===== src/rtl/cacheline_adapter_pkg.sv =====
// Shared widths, line/beat types and FSM states for the cacheline-to-burst adapter.
package cacheline_adapter_pkg;

  localparam int unsigned DATA_W = 64;
  localparam int unsigned LINE_W = 256;
  localparam int unsigned BEATS  = LINE_W / DATA_W;
  localparam int unsigned CNT_W  = $clog2(BEATS);
  localparam int unsigned ADDR_W = 32;
  localparam int unsigned OFF_W  = $clog2(LINE_W / 8);

  // A cacheline viewed as an array of bmem beats, beat 0 in the low bits.
  typedef logic [BEATS-1:0][DATA_W-1:0] line_t;

  typedef enum logic [2:0] {
    IDLE,
    WRITE,
    READ_CMD,
    READ_WAIT,
    RESP,
    COOL
  } cacheline_adapter_state_t;

  // Clears the byte-offset bits so the address points at the start of its line.
  function automatic logic [ADDR_W-1:0] line_align(input logic [ADDR_W-1:0] addr);
    logic [ADDR_W-1:0] a;
    a            = addr;
    a[OFF_W-1:0] = '0;
    return a;
  endfunction

endpackage


===== src/rtl/cacheline_adapter.sv =====
// Converts one 256-bit dfp line request into a 4-beat 64-bit bmem burst and
// reassembles read beats into a line; every transaction ends with a dfp_resp pulse.
module cacheline_adapter
  import cacheline_adapter_pkg::*;
(
  input  logic              clk,
  input  logic              rst,
  input  logic [ADDR_W-1:0] dfp_addr,
  input  logic              dfp_read,
  input  logic              dfp_write,
  input  logic [LINE_W-1:0] dfp_wdata,
  output logic [LINE_W-1:0] dfp_rdata,
  output logic              dfp_resp,
  output logic [ADDR_W-1:0] bmem_addr,
  output logic              bmem_read,
  output logic              bmem_write,
  output logic [DATA_W-1:0] bmem_wdata,
  input  logic              bmem_ready,
  input  logic [ADDR_W-1:0] bmem_raddr,
  input  logic [DATA_W-1:0] bmem_rdata,
  input  logic              bmem_rvalid
);

  cacheline_adapter_state_t state_q, state_d;
  logic [CNT_W-1:0]  cnt_q, cnt_d;
  logic [ADDR_W-1:0] addr_d;
  line_t             wdata_q, wdata_d;
  line_t             rdata_q, rdata_d;
  logic [DATA_W-1:0] wbeat_d;
  logic              last_beat;
  logic              beat_hit;

  // bmem_addr doubles as the latched line address; dfp_rdata as the read line.
  assign rdata_q   = line_t'(dfp_rdata);
  assign last_beat = (cnt_q == CNT_W'(BEATS - 1));
  assign beat_hit  = bmem_rvalid && (bmem_raddr == bmem_addr);

  // Next-state and datapath update.
  always_comb begin
    state_d = state_q;
    cnt_d   = cnt_q;
    addr_d  = bmem_addr;
    wdata_d = wdata_q;
    rdata_d = rdata_q;

    unique case (state_q)
      IDLE: begin
        // Write has priority so a dirty eviction goes out before its refill.
        if (dfp_write) begin
          addr_d  = line_align(dfp_addr);
          wdata_d = line_t'(dfp_wdata);
          cnt_d   = '0;
          state_d = WRITE;
        end else if (dfp_read) begin
          addr_d  = line_align(dfp_addr);
          cnt_d   = '0;
          state_d = READ_CMD;
        end
      end
      WRITE: begin
        if (bmem_ready) begin
          cnt_d = cnt_q + CNT_W'(1);
          if (last_beat) state_d = RESP;
        end
      end
      READ_CMD: begin
        if (bmem_ready) begin
          cnt_d   = '0;
          state_d = READ_WAIT;
        end
      end
      READ_WAIT: begin
        // Beats tagged for another line are stale and silently dropped.
        if (beat_hit) begin
          rdata_d[cnt_q] = bmem_rdata;
          cnt_d          = cnt_q + CNT_W'(1);
          if (last_beat) state_d = RESP;
        end
      end
      // COOL swallows the request level the cache still holds after resp.
      RESP:    state_d = COOL;
      COOL:    state_d = IDLE;
      default: state_d = IDLE;
    endcase
  end

  assign wbeat_d = (state_d == WRITE) ? wdata_d[cnt_d] : '0;

  // State, datapath and registered outputs decoded from the next state.
  always_ff @(posedge clk) begin
    if (rst) begin
      state_q    <= IDLE;
      cnt_q      <= '0;
      wdata_q    <= '0;
      dfp_rdata  <= '0;
      dfp_resp   <= 1'b0;
      bmem_addr  <= '0;
      bmem_read  <= 1'b0;
      bmem_write <= 1'b0;
      bmem_wdata <= '0;
    end else begin
      state_q    <= state_d;
      cnt_q      <= cnt_d;
      wdata_q    <= wdata_d;
      dfp_rdata  <= LINE_W'(rdata_d);
      dfp_resp   <= (state_d == RESP);
      bmem_addr  <= addr_d;
      bmem_read  <= (state_d == READ_CMD);
      bmem_write <= (state_d == WRITE);
      bmem_wdata <= wbeat_d;
    end
  end

endmodule


===== config.mk =====
export PLATFORM = sky130hd
export DESIGN_NAME = cacheline_adapter
export DESIGN_NICKNAME = d
export VERILOG_FILES = /design/src/rtl/cacheline_adapter_pkg.sv /design/src/rtl/cacheline_adapter.sv
export SDC_FILE = /design/constraint.sdc
export NUM_CORES = 1
export LEC_CHECK = 0
export ABC_AREA = 1
export BUFFER_PORTS_ARGS = -buffer_cell sky130_fd_sc_hd__clkbuf_2
export CAP_MARGIN = 25
export CORE_AREA = 2 2 294 296
export CTS_CLUSTER_DIAMETER = 150
export DETAILED_ROUTE_END_ITERATION = 6
export DIE_AREA = 0 0 296 298
export GPL_ROUTABILITY_DRIVEN = 0
export GPL_TIMING_DRIVEN = 0
export PLACE_DENSITY_LB_ADDON = 0.1
export SYNTH_ARGS = -nofsm -noshare
export SYNTH_HDL_FRONTEND = slang
export SYNTH_SLANG_ARGS = --single-unit

===== constraint.sdc =====
create_clock -name clk -period 2.2 [get_ports clk]
set_input_delay 0.22 -clock clk [delete_from_list [all_inputs] [get_ports clk]]
set_output_delay 0.22 -clock clk [all_outputs]
set_load 0.01 [all_outputs]

==> metrics.txt <==
reg2reg setup slack=-0.05 ns; RSZ-0062 raised after global routing=yes; Final Hold Viols=0; Worst Setup End Kind=flip-flop; clock root buffer=clkbuf_16; cell leakage power=16.89 nW; # fillers=8664; syn avg cell area=8.284 µm²; Critical Path RT=2.74 ns; Initial DRT Pass Iterations=5; skew final=0.03121 ns; Die ar.=88210 µm²; Vias=24040; Non-Filler Instances=5322; largest net degree at the start of global routing=12; Seq/Total Area, Yosys=51.34%; CTS Buf Count=75; vias in the first global route=23790; max-cap violations=0; main combinational cell family by area after synthesis=simple AND/OR/NAND/NOR gates; final instance area=38950 µm²; Placement Rows=107; CORE AREA=84880 µm²; Simple-Gate Fraction of Synth Area=14.31%; H-tree depth=3; first-pass GRT wire length=154.4 mm; Yosys Warn Count=0; xor/xnor share of the synthesized area=0.1838%; launching point of the worst reg2reg path=bmem_addr[13]; Critical Path AT=2.79 ns; CTS tree=yes; post-synthesis register bit count=611; pwr dens=773.5 nW/µm²; worst vdd ir=0.5421 mV; Max FO, Critical Path=10; most frequent cells in the layout=clkbuf_2, dfxtp_1, dlygate4sd3_1; # IOs=745; slew at the pin closest to its max-slew limit=0.7928 ns; DRT Wirelength=108.3 mm; most common cell after layout, fill and taps aside=clkbuf_2; clk_lat worst skew=0.63 ns; antenna violations before repair=22; Final Setup Violations=34; Netlist cell types=32; post-DP HPWL=79.82 mm; Cell Area, Placed=29000 µm²; Final WS setup=-0.04619 ns; Hold Path Stages=5; max-slew violations=0; Final nets=4506; P&R area growth vs syn=63.49%; Tot Pwr=30.13 mW; failing checks=setup timing; Clock Path Buffers=3; Hold Startpoint=bmem_ready; Synth Area in Compound Gates=13.61%; die height=298 µm; period utilization=102.1%; total negative slack=-0.4742 ns; RR Endpoint=bmem_wdata[38]; Residual DRC=0; clk sinks=611; clock-pin slew of the registers on the worst-case setup and hold paths=0.06 ns; fmax=0.4452 GHz; Min-Delay Path Class=input port to flip-flop; post-DR wirelength/cell=20.35 µm; Initial Utilization=28.07%; Chip Width=296 µm; max_slew headroom=47.15%; Post-Syn Area=23830 µm²; outcome=finished, violations left; total grt overflow=0; Setup CP Type=flip-flop to flip-flop; fraction of layout cells with a size suffix above 1=36.28%; IO buf count=733; crit path time final=2.246 ns; Routed Antenna Nets=0; Critical Path Source Type=flip-flop; Syn Inst Count=2876; Worst Hold End=state_q[2]; Worst Reg-to-Reg Cells=14; Tot GR Track Use=23.21%; DR vias/cell=4.516; mux share of post-synthesis cell area=10.76%; Iteration-0 DRC Markers=1080; post-synthesis adder-cell area fraction=0.2626%; placed cell count=4760
[metal layers]
layer	vias up	global-route usage, %	share of wire [%]
met1	11250	27.46	41
li1	11950	-	-
met3	179	5.468	6.3
met2	641	41.07	50
met5	-	0	0.11
met4	20	7.335	2.9
[synth_stat cells, drive strengths merged]
library cell | count | share of area, %
a31oi | 1 | 0.026
conb | 1 | 0.016
and3 | 1 | 0.026
a21oi | 350 | 7.4
nor3 | 2 | 0.042
buf | 84 | 2.2
nand4 | 9 | 0.24
nand3 | 272 | 5.7
a311oi | 1 | 0.037
ha | 5 | 0.26
and2 | 2 | 0.053
mux2i | 256 | 11
nand3b | 1 | 0.032
o31ai | 1 | 0.032
clkbuf | 134 | 2.1
inv | 333 | 5.2
or2 | 2 | 0.053
o22ai | 1 | 0.026
xnor2 | 5 | 0.18
o21ai | 289 | 6.1
nand2 | 228 | 3.6
nor2 | 287 | 4.5
dfxtp | 611 | 51
[worst max-delay path, stage by stage (launching register included)]
cell and delay, ns:
dfxtp_1 0.36, inv_1 0.08, nand2_1 0.09, nand4_1 0.12
nor2_1 0.11, nand2_1 0.09, nor2_4 0.13, nand2_2 0.10
nand2_1 0.09, nand3_2 0.10, a21oi_4 0.20, buf_12 0.18
buf_4 0.23, nand3_1 0.11, a21oi_2 0.17
[area by class of cell]
cell class	instances	area, µm²	share of cell area [%]
tap	1144	1431	3.675
multi-input combinational	1718	11280	28.96
antenna	13	32.53	0.08352
clock buffer	108	2141	5.496
clock inverter	23	337.8	0.8673
timing repair buffer	1157	8310	21.34
buffer	215	1901	4.879
sequential	611	12270	31.49
inverter	333	1252	3.215
[where the power goes]
| group | internal, mW | switching (mW) |
|---|---|---|
| logic | 2.58 | 3.11 |
| registers | 11.7 | 0.207 |
| clock network | 7.40 | 5.17 |
| total | 21.6 | 8.49 |
[worst max path at each step]
stage                       start        endpoint  cells past startpoint
finish              bmem_addr[13]  bmem_wdata[38]                     14
global route        bmem_addr[30]  bmem_wdata[24]                     18
CTS                 bmem_addr[25]  bmem_wdata[24]                     19
detailed placement            rst  bmem_wdata[54]                      6
global placement              rst  bmem_wdata[54]                      6
floorplan            bmem_addr[7]  bmem_wdata[43]                     17
[what timing repair did]
action	in CTS	in global routing
buffers inserted	37	15
endpoints found under the hold margin	536	0
setup endpoints to repair	566	350
cloned	12	12
hold buffers	348	0
resized for setup	312	814
pin swaps	54	77
[sequential cells by signal (all words and copies together), names as in the netlist]
name / cells
wdata_q: 256
bmem_write: 1
state_q: 3
dfp_rdata: 256
bmem_read: 1
bmem_wdata: 64
dfp_resp: 1
cnt_q: 2
bmem_addr: 27
[cells by family (layout without fill, tap and decap cells)]
family / count (synthesis) / count (layout)
flip-flops: 611 / 611
AND/OR/NAND/NOR: 804 / 804
XOR/XNOR: 5 / 5
multiplexers: 256 / 256
AO/OA/AOI/OAI: 643 / 643
buffers and inverters: 551 / 1836
adder cells (fa/ha/maj): 5 / 5
other: 1 / 18
[stage by stage]
stage | setup WS (ns) | util [%] | hold WS, ns
2_1_floorplan | 0.2932 | - | 0.3867
3_3_place_gp | -0.8110 | 34.10 | 0.4323
3_5_place_dp | -0.8080 | 34.16 | 0.4352
4_1_cts | -0.1263 | 43.07 | 0.02928
5_1_grt | -0.1976 | 45.88 | 0.1059
6_report | -0.04619 | 45.89 | 0.07926
Power figures use the tool's default switching activity.
